## config.mk

```make
export PLATFORM = sky130hd
export DESIGN_NAME = load_store_unit
export DESIGN_NICKNAME = d
export VERILOG_FILES = /design/src/rtl/lsu_pkg.sv /design/src/rtl/load_extend.sv /design/src/rtl/load_store_unit.sv
export SDC_FILE = /design/constraint.sdc
export NUM_CORES = 1
export LEC_CHECK = 0
export ABC_CLOCK_PERIOD_IN_PS = 3900
export CAP_MARGIN = 20
export CORE_MARGIN = 2
export CORE_UTILIZATION = 40
export CTS_BUF_LIST = sky130_fd_sc_hd__clkbuf_4 sky130_fd_sc_hd__clkbuf_8
export CTS_CLUSTER_SIZE = 10
export DETAILED_ROUTE_END_ITERATION = 10
export PLACE_DENSITY = 0.7
export SYNTH_ARGS = -nofsm -noshare
export SYNTH_HDL_FRONTEND = slang
export SYNTH_SLANG_ARGS = --single-unit
```

## constraint.sdc

```tcl
create_clock -name clk -period 3.9 [get_ports clk]
set_input_delay 0.78 -clock clk [delete_from_list [all_inputs] [get_ports clk]]
set_output_delay 0.78 -clock clk [all_outputs]
set_load 0.02 [all_outputs]
```

## src/rtl/lsu_pkg.sv

```systemverilog
// Shared constants and helpers for the load/store unit: funct3 codes, FSM
// state encoding and access-size decode.
package lsu_pkg;

  localparam logic [2:0] F3_B  = 3'b000;
  localparam logic [2:0] F3_H  = 3'b001;
  localparam logic [2:0] F3_W  = 3'b010;
  localparam logic [2:0] F3_BU = 3'b100;
  localparam logic [2:0] F3_HU = 3'b101;

  // funct3[1:0] size codes
  localparam logic [1:0] SZ_B = 2'b00;
  localparam logic [1:0] SZ_H = 2'b01;
  localparam logic [1:0] SZ_W = 2'b10;

  localparam logic [1:0] ST_IDLE = 2'd0;
  localparam logic [1:0] ST_ACC1 = 2'd1;
  localparam logic [1:0] ST_ACC2 = 2'd2;
  localparam logic [1:0] ST_RESP = 2'd3;

  typedef enum logic [1:0] {
    IDLE = ST_IDLE,
    ACC1 = ST_ACC1,
    ACC2 = ST_ACC2,
    RESP = ST_RESP
  } state_t;

  function automatic logic [3:0] size_mask(input logic [1:0] size);
    case (size)
      SZ_B:    return 4'b0001;
      SZ_H:    return 4'b0011;
      default: return 4'b1111;
    endcase
  endfunction

  function automatic logic [2:0] size_bytes(input logic [1:0] size);
    case (size)
      SZ_B:    return 3'd1;
      SZ_H:    return 3'd2;
      default: return 3'd4;
    endcase
  endfunction

endpackage

```

## src/rtl/load_extend.sv

```systemverilog
// Truncates a merged load word to the access size and sign/zero-extends it.
module load_extend
  import lsu_pkg::*;
(
  input  logic [31:0] merged,
  input  logic [1:0]  size,
  input  logic        is_unsigned,
  output logic [31:0] result
);

  logic sign_b;
  logic sign_h;

  assign sign_b = ~is_unsigned & merged[7];
  assign sign_h = ~is_unsigned & merged[15];

  always_comb begin
    result = merged;
    case (size)
      SZ_B:    result = {{24{sign_b}}, merged[7:0]};
      SZ_H:    result = {{16{sign_h}}, merged[15:0]};
      default: result = merged;
    endcase
  end

endmodule

```

## src/rtl/load_store_unit.sv

```systemverilog
// Load/store unit between execute and RAM port 1: splits word-crossing
// accesses into two RAM cycles, merges/extends load data, flags faults.
module load_store_unit
  import lsu_pkg::*;
#(
  parameter int SIZE_WORDS = 2**12,
  parameter int ADDR_WIDTH = $clog2(4*SIZE_WORDS)
) (
  input  logic                  clk,
  input  logic                  rst,
  input  logic                  req_valid,
  output logic                  req_ready,
  input  logic                  req_write,
  input  logic [2:0]            req_funct3,
  input  logic [31:0]           req_addr,
  input  logic [31:0]           req_wdata,
  output logic                  resp_valid,
  output logic [31:0]           resp_rdata,
  output logic                  resp_fault,
  output logic [ADDR_WIDTH-1:0] mem_addr,
  output logic [31:0]           mem_wdata,
  output logic [3:0]            mem_wenable,
  input  logic [31:0]           mem_rdata
);

  localparam logic [32:0] ADDR_LIMIT = 33'(4*SIZE_WORDS);

  state_t                  state_reg, state_next;
  logic                    write_reg;
  logic [1:0]              size_reg;
  logic                    unsigned_reg;
  logic [ADDR_WIDTH-1:0]   addr_reg;
  logic [31:0]             wdata_reg;
  logic                    fault_reg;
  logic                    cross_reg;
  logic [31:0]             data_reg;

  // Request decode, evaluated in IDLE and latched on accept
  logic [2:0]  req_bytes;
  logic [32:0] req_last_byte;
  logic        req_fault;
  logic        req_cross;

  assign req_bytes     = size_bytes(req_funct3[1:0]);
  assign req_last_byte = {1'b0, req_addr} + 33'(req_bytes) - 33'd1;
  assign req_fault     = (req_funct3 inside {3'b011, 3'b110, 3'b111})
                       | (req_write & req_funct3[2])
                       | (|(req_addr >> ADDR_WIDTH))
                       | (req_last_byte >= ADDR_LIMIT);
  assign req_cross     = ({1'b0, req_addr[1:0]} + req_bytes) > 3'd4;

  // n = bytes available in the first word from the offset onwards
  logic [2:0]            lane_n;
  logic [3:0]            lane_mask;
  logic [31:0]           lane_mask32;
  logic [5:0]            lane_shift;
  logic [ADDR_WIDTH-3:0] word_next;
  logic [31:0]           ext_data;
  logic [3:0]            wenable_comb;

  assign lane_n     = 3'd4 - {1'b0, addr_reg[1:0]};
  assign lane_mask  = 4'((5'd1 << lane_n) - 5'd1);
  assign lane_shift = {lane_n, 3'b000};
  assign word_next  = addr_reg[ADDR_WIDTH-1:2] + (ADDR_WIDTH-2)'(1);

  generate
    for (genvar gi = 0; gi < 4; gi++) begin : g_lane_mask
      assign lane_mask32[8*gi +: 8] = {8{lane_mask[gi]}};
    end
  endgenerate

  load_extend u_load_extend (
    .merged      (data_reg),
    .size        (size_reg),
    .is_unsigned (unsigned_reg),
    .result      (ext_data)
  );

  always_ff @(posedge clk) begin
    if (rst) begin
      state_reg    <= IDLE;
      write_reg    <= 1'b0;
      size_reg     <= 2'b00;
      unsigned_reg <= 1'b0;
      addr_reg     <= '0;
      wdata_reg    <= '0;
      fault_reg    <= 1'b0;
      cross_reg    <= 1'b0;
      data_reg     <= '0;
    end else begin
      state_reg <= state_next;
      case (state_reg)
        IDLE: begin
          if (req_valid) begin
            write_reg    <= req_write;
            size_reg     <= req_funct3[1:0];
            unsigned_reg <= req_funct3[2];
            addr_reg     <= req_addr[ADDR_WIDTH-1:0];
            wdata_reg    <= req_wdata;
            fault_reg    <= req_fault;
            cross_reg    <= req_cross & ~req_fault;
            data_reg     <= '0;
          end
        end
        ACC1:    data_reg <= mem_rdata & lane_mask32;
        ACC2:    data_reg <= data_reg | (mem_rdata << lane_shift);
        default: ;
      endcase
    end
  end

  always_comb begin
    state_next   = state_reg;
    req_ready    = 1'b0;
    resp_valid   = 1'b0;
    resp_rdata   = '0;
    resp_fault   = 1'b0;
    mem_addr     = '0;
    mem_wdata    = '0;
    wenable_comb = 4'b0000;
    case (state_reg)
      IDLE: begin
        req_ready = 1'b1;
        if (req_valid) state_next = ACC1;
      end
      ACC1: begin
        mem_addr  = addr_reg;
        mem_wdata = wdata_reg;
        if (write_reg && !fault_reg) wenable_comb = size_mask(size_reg) & lane_mask;
        state_next = cross_reg ? ACC2 : RESP;
      end
      ACC2: begin
        mem_addr  = {word_next, 2'b00};
        mem_wdata = wdata_reg >> lane_shift;
        if (write_reg) wenable_comb = size_mask(size_reg) >> lane_n;
        state_next = RESP;
      end
      RESP: begin
        resp_valid = 1'b1;
        resp_fault = fault_reg;
        resp_rdata = (fault_reg || write_reg) ? 32'h0 : ext_data;
        state_next = IDLE;
      end
      default: state_next = IDLE;
    endcase
  end

  // Reset must block a write even when it lands mid-access
  assign mem_wenable = wenable_comb & {4{~rst}};

endmodule

```

Yosys cells after proc, flatten, opt, wreduce, memory -nomap -nowiden:

Cells that the tools add are included.

* add/subtract/negate cells: 6
* multipliers: 0
* divide/modulo/power cells: 0
* order comparisons: 2
* equality and inequality tests: 9
* shift operators: 4
* muxes and demuxes: 22
* bitwise operators: 14
* reductions and logical operators: 11

Operator list (count)
* 32-bit case mux with 2 select lines: 2
* 32-bit two-way mux: 3
* 32-bit case mux with 3 select lines: 1
* 32-bit by 3-bit adder with 33-bit output: 1
* 33-bit by 15-bit greater-or-equal comparator with 1-bit output (second input constant): 1
* 33-bit by 1-bit subtractor with 33-bit output (second input constant): 1
* 32-bit bitwise AND: 1
* 32-bit bitwise OR: 1
* 32-bit by 6-bit << shifter with 32-bit output: 1
* 32-bit by 6-bit >> shifter with 32-bit output: 1
* 14-bit case mux with 2 select lines: 1
* 4-bit two-way mux: 6
* 18-bit OR reduction: 1
* 4-bit case mux with 2 select lines: 2
* 12-bit by 1-bit adder with 12-bit output (second input constant): 1
* 4-bit bitwise AND: 2
* 2-bit case mux with 4 select lines: 1
* 2-bit by 1-bit equality test with 1-bit output (second input constant): 3
* 3-bit equality test (second input constant): 2
* 2-bit zero test: 3
* 3-bit case mux with 2 select lines: 1
* 3-bit nonzero test: 2
* 1-bit bitwise AND: 4
* 2-bit equality test (second input constant): 2
* 16 further kinds: 24

* register bits after elaboration: 86
* latch bits: 0
* RAM bits: 0
* memory bits (read-only): 0
* input bits: 103
* output and inout port bits: 85
* logic and storage cells: 77
* memories: 0

Longest topological paths before layout:

* depth after elaboration: 8
* depth in mapped cells: 16
* gate-level depth less buffers: 16

Cells and area by module:

Synthesis repeated with hierarchy kept, for this count alone.

* cells, all modules: 1066
* area total of the unflattened synthesis: 7417.1 sq um

Modules (own cells, without submodules)
* load_store_unit: instances 1, cells each 999, area each 7061.8 sq um, seq. area each 1721.7 sq um
* load_extend: instances 1, cells each 67, area each 355.3 sq um, seq. area each 0.0 sq um

Worst setup path before layout:

No wires, ideal clock.

* kind: input -> register
* from: in req_funct3[0]
* to: reg fault_reg
* setup time: 0.136 ns
* arrival time: 3.708 ns
* data required time: 3.764 ns
* path slack: 0.056 ns
* stages: 15
* path buffers: 0
* cells stage by stage: or2_2 > ha_1 > inv_1 > ha_1 > inv_1 > fa_1 > nor2b_1 > o211ai_1 > a211oi_1 > o21ai_2 > a2111oi_0 > a311oi_1 > or4_1 > nor3_2 > a41oi_1

* longest elaborated chain between the ends: 6
* elaborated cells between the ends (all ways): 13
* those cells by class: 2 x add/sub; 1 x order compare; 4 x eq/ne; 1 x mux; 3 x bitwise; 2 x reduce/logical

RTL lines
* start: declaration: RTL line load_store_unit.sv:14 `input logic [2:0] req_funct3,`
* 2-bit by 1-bit equality test with 1-bit output or 2-bit zero test (tied branches): RTL line lsu_pkg.sv:37 `case (size)`
* 3-bit case mux with 2 select lines: RTL line lsu_pkg.sv:37
* 32-bit by 3-bit adder with 33-bit output: RTL line load_store_unit.sv:45 `assign req_last_byte = {1'b0, req_addr} + 33'(req_bytes) - 33'd1;`
* 33-bit by 1-bit subtractor with 33-bit output: RTL line load_store_unit.sv:45
* 33-bit by 15-bit greater-or-equal comparator with 1-bit output: RTL line load_store_unit.sv:49 `| (req_last_byte >= ADDR_LIMIT);`
* 1-bit bitwise OR (*): RTL line load_store_unit.sv:49
* end signal: assignment: RTL line load_store_unit.sv:100 `fault_reg <= req_fault;`
* end: declaration: RTL line load_store_unit.sv:34 `logic fault_reg;`

Mark *: on every way between the ends. The rest lies on a longest branch, timed or not.
A chain may end at the register's enable or synchronous reset.

Worst setup path in the final report:

* from: in req_addr[2]
* to: reg fault_reg

* longest elaborated chain between the ends: 4

RTL lines
* start: declaration: RTL line load_store_unit.sv:15 `input logic [31:0] req_addr,`
* 32-bit by 3-bit adder with 33-bit output: RTL line load_store_unit.sv:45
* 33-bit by 1-bit subtractor with 33-bit output: RTL line load_store_unit.sv:45
* 33-bit by 15-bit greater-or-equal comparator with 1-bit output: RTL line load_store_unit.sv:49
* 1-bit bitwise OR: RTL line load_store_unit.sv:49

No other way between the ends.

==> impl_metrics.tcl <==
set metrics [dict create \
    area_growth_syn_to_layout_pct 37.7 \
    worst_slew_pin_slew_ps 978 \
    post_route_cells_drive_above_1_share_pct 10.4 \
    num_antenna_cells 0 \
    detail_route.wl_per_cell_um 16.4 \
    hold_viol 0 \
    starting_drc_count_in_detailed_routing 866 \
    ys_ff_latch 86 \
    power.total_mw 3.96 \
    outcome "complete, no violations" \
    final.period_utilization_pct 98.6 \
    grt_start_max_net_pins 88 \
    ys_seq_area_share_pct 22.9 \
    power.net_switching_mw 1.75 \
    finalWorstPathRequiredPeriod_ps 3840 \
    yosys_warnings 0 \
    clock_insertion_delay_worst_skew_ps 380 \
    worstPathRequired_ps 4140 \
    rsz_0062_raised_after_global_routing "yes" \
    max_freq_mhz 260 \
    yosys_most_used_dff "sky130_fd_sc_hd__dfxtp_1" \
    drv_slew 0 \
    maxCapViolations 0 \
    nets 1476 \
    fin_worst_skew_ps 18.5 \
    clk_path_buf_depth 2 \
    post_drt_via_cell_ratio 5.56 \
    whs_ps 464 \
    finalWorstSetupSlack_ps 56.2 \
    setup-tns-final_ps 0 \
    cts_inserted_buffers 9 \
    num_vias 8656 \
    internal_portion_of_total_power_mw 2.21 \
    clk_root_buffer_cell "sky130_fd_sc_hd__clkbuf_8" \
    clockPowerShare_pct 17.8 \
    tritoncts "done" \
    sum_of_met2_wire_segment_lengths_after_detailed_routing_um 12000 \
    ioPinCount 188 \
    antenna_found_initial 0 \
    floorplan.initialDensity_pct 40.5 \
    vdd_ir_drop_max_mv 0.206 \
    synth_fp_nets 1260 \
    detail_route.first_pass.iterations 7 \
    drcViolationCount 0 \
    seq_power_share_pct 29.1 \
    std_cell_rows 50 \
    power.leakage_nw 4.00 \
    syn_area_per_cell_um2 6.83 \
    pwr-share-comb_pct 53.2 \
    die_x_um 141 \
    stdcell_count 1556 \
    first_global_vias 8269 \
    place_inst 1538 \
    switching_share_pct 44.3 \
    die_h_um 141 \
    timing.setup.critical_path_class "input pin to flop" \
    dpl_worst_slack_ps -708 \
    post_cts_hold_buffer_count 0 \
    io_buffers 187 \
    cts.sink_count 86 \
    placedInstanceArea_mm2 0.0100 \
    maxSlewHeadroom_pct 34.8 \
    maxUsedRoutingLayer "met4" \
    netlist_instances 1101 \
    highest_net_fanout_along_the_worst_path 2 \
    fp.dieArea_mm2 0.0199 \
    global_route_wire_length_before_repair_um 41300 \
    clk_pin_slew_worst_paths_ps 80 \
    end_kind "flop" \
    synth_cell_types 68 \
    detailedPlacementHpwl_um 19400 \
    postLayoutCoreUtil_pct 55.7 \
    met1Wirelength_um 11600 \
    core_area_mm2 0.0186 \
    worstHoldPathType "flop to flop" \
    gp_routability_congestion 0.947 \
    grt-ovfl-total 0 \
    track_usage_pct 25.1 \
    wl_met3_um 1430 \
    drt.antenna.violating_nets 0 \
    cts_htree_levels 3 \
    setup-violations-final 0 \
    postLayoutCellArea_mm2 0.0104 \
    detail_route.wirelength_um 25500 \
    fillCellCount 1847 \
    p_per_area_mw_per_mm2 382 \
    edff_count_synth 0 \
    worstPathArrival_ps 4080 \
    mappedNetlistArea_mm2 0.00752 \
    synthArstFlopShare_pct 0 \
    startpoint_type "input pin" \
]
-- metal layers --
layer / up-vias / global-route usage [%]
met5: - / 0
met4: 0 / 6.89
met3: 33 / 3.06
met2: 324 / 42.2
met1: 4013 / 34.0
li1: 4286 / -
-- layout make-up --
type	count	area [um^2]	area share, %
Multi-Input combinational cell	861	5280	51.0
Tap cell	234	293	2.83
Inverter	86	323	3.12
Timing Repair Buffer	273	2510	24.3
Clock inverter	6	83.8	0.810
Sequential cell	86	1720	16.6
Clock buffer	10	131	1.27
-- kinds of logic after synthesis --
family | synth area share [%]
AND/OR/NAND/NOR | 24.6
AO/OA/AOI/OAI | 29.8
buffers and inverters | 8.04
flip-flops | 22.9
adder cells (fa/ha/maj) | 9.65
multiplexers | 3.73
XOR/XNOR | 1.28
-- synthesized netlist by cell type, types with 13 or more instances --
cell	number	area [um^2]
sky130_fd_sc_hd__inv_1	86	323
sky130_fd_sc_hd__clkbuf_1	58	218
sky130_fd_sc_hd__and2_1	13	81.3
sky130_fd_sc_hd__nand2_1	171	642
sky130_fd_sc_hd__nor2_1	87	327
sky130_fd_sc_hd__dfxtp_1	86	1720
sky130_fd_sc_hd__nand3_1	17	85.1
sky130_fd_sc_hd__o21ai_0	81	405
sky130_fd_sc_hd__and3_1	19	119
sky130_fd_sc_hd__o22ai_1	16	100
sky130_fd_sc_hd__mux2i_1	28	280
sky130_fd_sc_hd__a22oi_1	42	315
sky130_fd_sc_hd__a21oi_1	149	746
sky130_fd_sc_hd__ha_1	54	676
sky130_fd_sc_hd__nor2b_1	35	219
-- cells in the final DEF (no fill, tap or decap), types with 3 or more instances in the layout --
cell and n:
sky130_fd_sc_hd__o21ai_1 3, sky130_fd_sc_hd__ha_1 51, sky130_fd_sc_hd__or2_2 6, sky130_fd_sc_hd__clkdlybuf4s50_1 181, sky130_fd_sc_hd__clkbuf_8 9, sky130_fd_sc_hd__a21oi_1 149, sky130_fd_sc_hd__buf_4 85, sky130_fd_sc_hd__o21a_1 6
sky130_fd_sc_hd__o211ai_1 4, sky130_fd_sc_hd__nand3_1 17, sky130_fd_sc_hd__nor3b_1 8, sky130_fd_sc_hd__and3_1 19, sky130_fd_sc_hd__or3_1 4, sky130_fd_sc_hd__o21ai_0 78, sky130_fd_sc_hd__a41oi_1 4, sky130_fd_sc_hd__xnor2_1 7
sky130_fd_sc_hd__a311oi_1 3, sky130_fd_sc_hd__nor2b_1 35, sky130_fd_sc_hd__inv_1 85, sky130_fd_sc_hd__a21o_1 3, sky130_fd_sc_hd__o31ai_1 3, sky130_fd_sc_hd__a222oi_1 8, sky130_fd_sc_hd__nand4_1 6, sky130_fd_sc_hd__mux2i_1 28
sky130_fd_sc_hd__dfxtp_1 85, sky130_fd_sc_hd__nor2_1 85, sky130_fd_sc_hd__nand2_1 171, sky130_fd_sc_hd__nand2b_1 10, sky130_fd_sc_hd__xor2_1 4, sky130_fd_sc_hd__a22o_1 7, sky130_fd_sc_hd__a21boi_0 3, sky130_fd_sc_hd__and2_1 12
sky130_fd_sc_hd__clkinv_2 3, sky130_fd_sc_hd__o21bai_1 5, sky130_fd_sc_hd__a211oi_1 3, sky130_fd_sc_hd__o22ai_1 16, sky130_fd_sc_hd__nor3_1 8, sky130_fd_sc_hd__a22oi_1 42, sky130_fd_sc_hd__a31oi_1 7
-- power by group through the flow --
stage / sequential (mW) / combinational, mW / clock, mW
floorplan: 1.12 / 1.36 / 0
global placement: 1.16 / 2.03 / 0
detailed placement: 1.17 / 2.05 / 0
CTS: 1.15 / 2.06 / 0.719
global route: 1.17 / 2.30 / 0.750
finish: 1.15 / 2.10 / 0.704
-- path summary, 6_finish.rpt --
check | endpoint | slack, ps | cells after the start | startpoint
setup / recovery | fault_reg | 60 | 14 | req_addr[2]
hold / removal | wdata_reg[0] | 460 | 2 | wdata_reg[0]
setup reg to reg | fault_reg | 950 | 10 | state_reg[1]
hold reg to reg | wdata_reg[0] | 460 | 2 | wdata_reg[0]
-- what timing repair did --
item / 4_1_cts / 5_1_grt
setup endpoints to repair: 2 / 12
pin swaps: 9 / 14
buffers inserted: 1 / 1
resized for setup: 12 / 14
-- worst max-delay path, stage by stage --
cell and delay (ps):
sky130_fd_sc_hd__clkdlybuf4s50_1 480, sky130_fd_sc_hd__inv_1 70, sky130_fd_sc_hd__ha_4 270, sky130_fd_sc_hd__inv_1 60
sky130_fd_sc_hd__ha_4 250, sky130_fd_sc_hd__a211oi_4 240, sky130_fd_sc_hd__o211ai_1 170, sky130_fd_sc_hd__a2111oi_4 460
sky130_fd_sc_hd__nor2_2 80, sky130_fd_sc_hd__xor2_1 140, sky130_fd_sc_hd__or3_1 300, sky130_fd_sc_hd__or4_4 440
sky130_fd_sc_hd__nor3_4 220, sky130_fd_sc_hd__a41oi_2 110
Note: power is estimated with default switching activity, not from simulation.
